<file path="src/rtl/if_fetch_queue.sv">
// ============================================================================
// Module   : if_fetch_queue
// Brief    : IF-stage PC register plus in-order fetch queue feeding ID.
// Revision : 1.0 - initial release
// ============================================================================
`default_nettype none

module if_fetch_queue #(
    parameter int                  PC_WIDTH    = 64,
    parameter int                  INSTR_WIDTH = 32,
    parameter logic [PC_WIDTH-1:0] RESET_PC    = 64'h0000_0000_8000_0000,
    parameter int                  FQ_DEPTH    = 2
) (
    input  logic                   clk_i,
    input  logic                   rst_i,
    output logic [PC_WIDTH-1:0]    IF_pc_o,
    input  logic [PC_WIDTH-1:0]    ifu_pc_next_i,
    input  logic [INSTR_WIDTH-1:0] ifu_instr_i,
    input  logic                   ifu_prdt_taken_i,
    input  logic                   ifu_pc_misalign_i,
    input  logic                   ifu_bus_err_i,
    input  logic                   flush_i,
    input  logic [PC_WIDTH-1:0]    flush_pc_i,
    input  logic                   id_ready_i,
    output logic                   id_valid_o,
    output logic [PC_WIDTH-1:0]    id_pc_o,
    output logic [INSTR_WIDTH-1:0] id_instr_o,
    output logic                   id_prdt_taken_o,
    output logic                   id_pc_misalign_o,
    output logic                   id_bus_err_o,
    output logic                   fq_halt_o
);

    localparam int PTR_W = $clog2(FQ_DEPTH);
    localparam int CNT_W = PTR_W + 1;
    localparam int ENT_W = PC_WIDTH + INSTR_WIDTH + 3;
    localparam logic [CNT_W-1:0] C_FULL = CNT_W'(FQ_DEPTH);

    typedef enum logic [0:0] {
        C_ST_RUN  = 1'b0,
        C_ST_HALT = 1'b1
    } state_t;

    state_t             r_state_q, w_state_d;
    logic [PC_WIDTH-1:0] r_pc_q,    w_pc_d;
    logic [CNT_W-1:0]   r_cnt_q,   w_cnt_d;
    logic [PTR_W-1:0]   r_rd_ptr_q, w_rd_ptr_d;
    logic [PTR_W-1:0]   r_wr_ptr_q, w_wr_ptr_d;
    logic [ENT_W-1:0]   r_mem_q [FQ_DEPTH];
    logic [ENT_W-1:0]   w_mem_d [FQ_DEPTH];

    logic               w_id_fire;
    logic               w_fetch_fire;
    logic               w_fault;
    logic [ENT_W-1:0]   w_head;

    assign w_id_fire    = (r_cnt_q != '0) & id_ready_i;
    // A full queue still accepts a fetch when the head leaves in the same cycle.
    assign w_fetch_fire = (r_state_q == C_ST_RUN) & ~flush_i
                        & ((r_cnt_q != C_FULL) | w_id_fire);
    assign w_fault      = ifu_pc_misalign_i | ifu_bus_err_i;

    always_comb begin
        w_state_d  = r_state_q;
        w_pc_d     = r_pc_q;
        w_cnt_d    = r_cnt_q;
        w_rd_ptr_d = r_rd_ptr_q;
        w_wr_ptr_d = r_wr_ptr_q;
        w_mem_d    = r_mem_q;
        if (flush_i) begin
            w_state_d  = C_ST_RUN;
            w_pc_d     = flush_pc_i;
            w_cnt_d    = '0;
            w_rd_ptr_d = '0;
            w_wr_ptr_d = '0;
        end else begin
            if (w_fetch_fire) begin
                w_mem_d[r_wr_ptr_q] = {r_pc_q, ifu_instr_i, ifu_prdt_taken_i,
                                       ifu_pc_misalign_i, ifu_bus_err_i};
                w_wr_ptr_d = r_wr_ptr_q + PTR_W'(1);
                w_pc_d     = ifu_pc_next_i;
                if (w_fault) begin
                    w_state_d = C_ST_HALT;
                end
            end
            if (w_id_fire) begin
                w_rd_ptr_d = r_rd_ptr_q + PTR_W'(1);
            end
            case ({w_fetch_fire, w_id_fire})
                2'b10:   w_cnt_d = r_cnt_q + CNT_W'(1);
                2'b01:   w_cnt_d = r_cnt_q - CNT_W'(1);
                default: w_cnt_d = r_cnt_q;
            endcase
        end
    end

    always_ff @(posedge clk_i) begin
        if (rst_i) begin
            r_state_q  <= C_ST_RUN;
            r_pc_q     <= RESET_PC;
            r_cnt_q    <= '0;
            r_rd_ptr_q <= '0;
            r_wr_ptr_q <= '0;
            for (int i = 0; i < FQ_DEPTH; i++) begin
                r_mem_q[i] <= '0;
            end
        end else begin
            r_state_q  <= w_state_d;
            r_pc_q     <= w_pc_d;
            r_cnt_q    <= w_cnt_d;
            r_rd_ptr_q <= w_rd_ptr_d;
            r_wr_ptr_q <= w_wr_ptr_d;
            r_mem_q    <= w_mem_d;
        end
    end

    // ID sees only registered storage, never the live ifu inputs.
    assign w_head           = r_mem_q[r_rd_ptr_q];
    assign IF_pc_o          = r_pc_q;
    assign id_valid_o       = (r_cnt_q != '0);
    assign id_pc_o          = w_head[ENT_W-1 -: PC_WIDTH];
    assign id_instr_o       = w_head[INSTR_WIDTH+2 : 3];
    assign id_prdt_taken_o  = w_head[2];
    assign id_pc_misalign_o = w_head[1];
    assign id_bus_err_o     = w_head[0];
    assign fq_halt_o        = (r_state_q == C_ST_HALT);

endmodule

`default_nettype wire

</file>
<file path="config.mk">
export PLATFORM = sky130hd
export DESIGN_NAME = if_fetch_queue
export DESIGN_NICKNAME = d
export VERILOG_FILES = /design/src/rtl/if_fetch_queue.sv
export SDC_FILE = /design/constraint.sdc
export NUM_CORES = 1
export LEC_CHECK = 0
export BUFFER_PORTS_ARGS = -buffer_cell sky130_fd_sc_hd__buf_2
export CAP_MARGIN = 20
export CORE_MARGIN = 2
export CORE_UTILIZATION = 35
export DETAILED_ROUTE_END_ITERATION = 8
export PLACE_DENSITY = 0.62
export SYNTH_ARGS = -nofsm -noshare
export SYNTH_HDL_FRONTEND = slang
export SYNTH_SLANG_ARGS = --single-unit
</file>
<file path="constraint.sdc">
create_clock -name clk_i -period 2 [get_ports clk_i]
set_clock_uncertainty 0.05 [all_clocks]
set_input_delay 0.1 -clock clk_i [delete_from_list [all_inputs] [get_ports clk_i]]
set_output_delay 0.1 -clock clk_i [all_outputs]
set_load 0.02 [all_outputs]
</file>
==> impl_metrics.yaml, run 1 <==
run_status:
  run_status: "completed"
drt:
  route.final.wire_length_mm: 37.8
  detailed_routing_iterations_pass_1: 5
  routedWlPerCell_um: 16.8
  avgViaCountPerCell: 4.89
  ant_nets: 0
  drtIter0Drc: 253
  route.vias.total: 11000
  drcViolationCount: 0
worst_setup_path:
  cp.required_ps: 1850
  worst-setup-path-type: "register to output port"
  critical_path_start_type: "register"
  critical_path.endpoint_type: "output port"
  critical_path_peak_fanout: 23
  timing.reg2reg.worst_path_depth: 4
  data_arrival_critical_path_ps: 1790
placement:
  gpl.final_weighted_congestion: 0.763
  numPortBuffers: 331
  dpl.hpwl_mm: 23.1
  place_area_sq_mm: 0.0148
synth:
  syn_inst: 1323
  count_of_flip_flops_with_a_built_in_enable_after_synthesis: 0
  synth_cell_type_count: 29
  synthArstFlopShare_pct: 0
  post_synth_instance_area_sq_mm: 0.0127
  synthesized_nets: 1490
  ys_seq_area_share_pct: 42.1
  synthFlopType: "dfxtp_1"
  yosys_warnings: 0
  postSynthAreaPerCell_sq_um: 9.60
  yosys_register_bits: 267
power:
  leakage_nw: 8.35
  worst_voltage_drop_across_the_vdd_grid_mv: 0.737
  power_mw: 13.4
  power-per-cell-area_mw_per_mm2: 762
clocking:
  clock_tree_from_tritoncts: "built"
  clock_sink_count: 267
  clk_pin_slew_worst_paths_ps: 60
  clk_root_buffer_cell: "clkbuf_16"
  cts_max_level: 1
  tritoncts.num_buffers: 31
  insertion_delay_ps: 550
  cts_buffer_depth: 3
timing:
  report.final.hold_viol_count: 0
  achievable-frequency_mhz: 515
  fin_crit_ps: 1940
  timing.max_slew.rel_slack_pct: 51.7
  layout_worst_path_cycle_share_pct: 97.1
  rsz0062_at_grt: "no"
  report.final.setup_viol: 0
  worst_pin_slew_ps: 725
  final_max_slew_violation_count: 0
layout:
  mostFrequentLayoutCell: "buf_2"
  num-nets-final: 1936
  mostFrequentLayoutCells: "329 x buf_2, 297 x nand2b_1, 265 x dfxtp_1"
  area.growth.synth_to_final_pct: 38.5
  fraction_of_final_layout_cells_sized_beyond_drive_strength_1_pct: 28.8
  post-route-util_pct: 49.4
  design_area_sq_mm: 0.0176
die:
  fp.dieH_um: 195
  fp.coreArea_sq_mm: 0.0357
  cell_rows: 69
  floorplan.die_area_sq_mm: 0.0378
  die_width_um: 195
  start_util_pct: 35.6
  ios: 332
global_route:
  antenna_found_initial: 1
  grt_overflow: 0
  vias_in_the_first_global_route: 11300
  global_route.usage.total_pct: 19.0
  grt_first_pass_wirelength_mm: 59.1
  grt_max_degree: 116
worst_hold_path:
  min-delay-path-class: "primary input to register"
  worstHoldPathCells: 3
job:
  drv.max_cap_violation_count: 0
==> synthesized netlist by cell type, types with 2 or more instances <==
library cell	instances	area, sq um
a21oi_1	65	325
dfxtp_1	267	5350
nand2b_1	297	1860
buf_6	2	22.5
mux2_2	99	1110
mux2i_1	198	1980
buf_2	20	100
or3_1	3	18.8
clkbuf_1	87	327
inv_1	65	244
nor2_1	66	248
o21ai_0	66	330
nor3_1	3	15.0
o311a_1	63	631
buf_1	6	22.5
or2_2	3	18.8
==> critical path, stage by stage (launching register included) <==
cell     delay, ps
dfxtp_4        370
buf_12         130
buf_16         180
mux2_2         360
buf_2          160
==> per-layer routing <==
| layer | global-route usage (%) | share of wire [%] | vias to the layer above |
|---|---|---|---|
| li1 | - | - | 5396 |
| met1 | 22.4 | 43 | 5181 |
| met2 | 33.5 | 48 | 317 |
| met3 | 4.25 | 5.7 | 92 |
| met4 | 7.26 | 3.6 | 0 |
| met5 | 0 | 0 | - |
==> power by group <==
part	total [mW]	internal, mW	switching [mW]	leakage (nW)
clock network	5.37	3.19	2.18	0.471
registers	5.79	5.60	0.186	2.19
logic	2.25	1.09	1.17	5.69
total	13.4	9.88	3.53	8.35
==> sequential cells by signal, indices dropped and copies added (netlist names) <==
name        flops
r_rd_ptr_q      1
r_mem_q       198
fq_halt_o       1
r_wr_ptr_q      1
r_cnt_q         2
IF_pc_o        64
==> logic make-up after synthesis <==
logic type / count (synthesis) / share of synthesized area [%]
AOI/OAI and AO/OA: 197 / 10.3
xor gates and xnor gates: 1 / 0.0690
buffers and inverters: 181 / 5.69
DFF: 267 / 42.1
muxes: 297 / 24.4
and+or+nand+nor: 380 / 17.5
==> metrics by stage <==
stage | setup TNS [ps] | hold WS [ps] | cells | setup slack, ps
after floorplan | 0 | 214 | 1323 | 225
after global placement | 0 | 297 | 2023 | 310
after detailed placement | 0 | 303 | 2023 | 245
after CTS | -2300 | 71.8 | 2238 | -68.3
after global routing | 0 | 130 | 2248 | 4.70
final | 0 | 94.7 | 2248 | 57.7
==> final timing paths <==
kind              slack (ps)             end          from
setup / recovery          60  id_instr_o[31]    r_rd_ptr_q
hold reg to reg          420    r_mem_q[160]  r_mem_q[160]
hold / removal            90     IF_pc_o[52]         rst_i
setup reg to reg         190     r_mem_q[75]    r_cnt_q[1]
==> final cells by class <==
type | count | area, sq um
Clock inverter | 5 | 53.8
Tap cell | 461 | 577
Timing Repair Buffer | 529 | 3820
Clock buffer | 45 | 898
Antenna cell | 1 | 2.50
Fill cell | 3268 | 18100
Multi-Input combinational cell | 875 | 6650
Inverter | 65 | 244
Sequential cell | 267 | 5350
==> repair_timing <==
| action | 4_1_cts | 5_1_grt |
|---|---|---|
| pin swaps | 0 | 0 |
| gates resized for setup | 1 | 1 |
| hold endpoints to repair | 138 | 0 |
| setup buffers | 0 | 4 |
| gates cloned | 0 | 5 |
| hold buffers | 165 | 0 |
| setup endpoints to repair | 79 | 95 |
Power figures use the tool's default switching activity.
==> inputs of run 2 (changes only) <==
Settings changed: CORE_UTILIZATION 35 to 53, PLACE_DENSITY 0.62 to 0.85.
==> impl_metrics.yaml, run 2 (same netlist as run 1, synthesis figures left out) <==
power:
  worst_voltage_drop_across_the_vdd_grid_mv: 0.656
  power-per-cell-area_mw_per_mm2: 771
  power_mw: 13.3
  leakage_nw: 8.31
die:
  cell_rows: 56
  ios: 332
  fp.dieH_um: 159
  floorplan.die_area_sq_mm: 0.0252
  die_width_um: 159
  fp.coreArea_sq_mm: 0.0235
  start_util_pct: 54.1
drt:
  drtIter0Drc: 872
  routedWlPerCell_um: 18.9
  route.vias.total: 11600
  avgViaCountPerCell: 5.53
  ant_nets: 0
  route.final.wire_length_mm: 39.9
  detailed_routing_iterations_pass_1: 5
  drcViolationCount: 0
placement:
  gpl.final_weighted_congestion: 0.796
  numPortBuffers: 331
  dpl.hpwl_mm: 21.8
  placed_cells: 1885
  preCtsSetupSlack_ps: 234
worst_setup_path:
  cell_type_group_with_the_largest_total_delay_on_the_critical_path: "buffers and inverters"
  worst_setup_path_startpoint: "r_rd_ptr_q"
  regToRegStartpoint: "r_cnt_q[1]"
  cpMaxStageDelayCell: "dfxtp_4"
  data_arrival_critical_path_ps: 1800
  critical_path.endpoint_type: "output port"
  worst-setup-path-type: "register to output port"
  worst-path-buf-inv: 2
  cp.required_ps: 1850
  critical_path_start_type: "register"
  list_of_cells_traversed_by_the_critical_path: "buf_12 > mux2_2 > buf_2"
  slowest_delay_ps: 410
  critical_path_peak_fanout: 41
timing:
  whs_ps: 109
  achievable-frequency_mhz: 513
  rsz0062_at_grt: "no"
  final_critical_path_setup_slack_ps: 49.5
  timing.max_slew.rel_slack_pct: 63.4
  report.final.setup_viol: 0
  worst_pin_slew_ps: 548
  layout_worst_path_cycle_share_pct: 97.5
  report.final.hold_viol_count: 0
  final_max_slew_violation_count: 0
  fin_crit_ps: 1950
  timing.setup.tns_ps: 0
layout:
  instances_no_fill: 2105
  mostFrequentLayoutCells: "329 x buf_2, 297 x nand2b_1, 265 x dfxtp_1"
  regMostFlops: "r_mem_q"
  fraction_of_final_layout_cells_sized_beyond_drive_strength_1_pct: 28.8
  filler_cell_count: 1487
  mostFrequentLayoutCell: "buf_2"
  largest_register_ffs: 198
  num-nets-final: 1930
  area.growth.synth_to_final_pct: 36.3
clocking:
  post_cts_setup_inserts: 0
  tritoncts.num_buffers: 29
  clk_pin_slew_worst_paths_ps: 60
  cts_buffer_depth: 3
  cts_max_level: 1
  clock_sink_count: 267
  clock_tree_from_tritoncts: "built"
  clk_root_buffer_cell: "clkbuf_16"
  insertion_delay_ps: 540
global_route:
  vias_in_the_first_global_route: 12200
  grt_first_pass_wirelength_mm: 62.7
  grt_overflow: 0
  global_route.usage.total_pct: 30.1
  antenna_found_initial: 2
  grt_max_degree: 93
run_status:
  run_status: "completed"
job:
  drv.max_cap_violation_count: 0
worst_hold_path:
  hold_start: "rst_i"
  min-delay-path-class: "primary input to register"
[run 2: per-stage QoR]
step | area (sq um) | util [%]
2_1_floorplan | 12700 | -
3_3_place_gp | 14700 | 62.6
3_5_place_dp | 14700 | 62.6
4_1_cts | 17300 | 73.6
5_1_grt | 17300 | 73.8
6_report | 17300 | 73.8
[run 2: worst reg2reg max path, cell delays in order (launching register included)]
cell	delay [ps]
dfxtp_1	420
nor3b_4	380
or4b_4	230
buf_12	350
mux2i_1	310
[run 2: routing by layer]
metal,vias up,wire length (um),global-route usage (%)
met1,5470,15600,35.5
li1,5393,-,-
met2,601,19200,51.7
met4,0,2280,17.3
met3,170,2690,5.28
met5,-,0,0
[run 2: path summary, 6_finish.rpt]
check | to | slack [ps] | cells after the start
setup reg to reg | r_mem_q[19] | 170 | 4
hold reg to reg | r_mem_q[196] | 420 | 2
setup / recovery | id_instr_o[14] | 50 | 3
hold / removal | IF_pc_o[31] | 110 | 3
[run 2: report_power, final]
part | internal, mW | switching, mW | leakage (nW)
clock | 3.08 | 2.16 | 0.467
sequential | 5.60 | 0.207 | 2.19
combinational | 1.08 | 1.21 | 5.66
total | 9.76 | 3.58 | 8.31
[run 2: repair_timing]
item	4_1_cts	5_1_grt
gates resized for setup	0	2
hold buffers	165	0
setup endpoints to repair	0	41
hold endpoints to repair	138	0
[run 2: cell type report]
class                   instances  area (sq um)  share of cell area, %
well taps                     319           399                   2.30
clock inverters                10          81.3                  0.470
inverters                      65           244                   1.41
clock buffers                  42           855                   4.93
flip-flops and latches        267          5350                   30.9
diodes                          2          5.00                 0.0289
multi-input cells             875          6650                   38.4
repair buffers                525          3730                   21.5
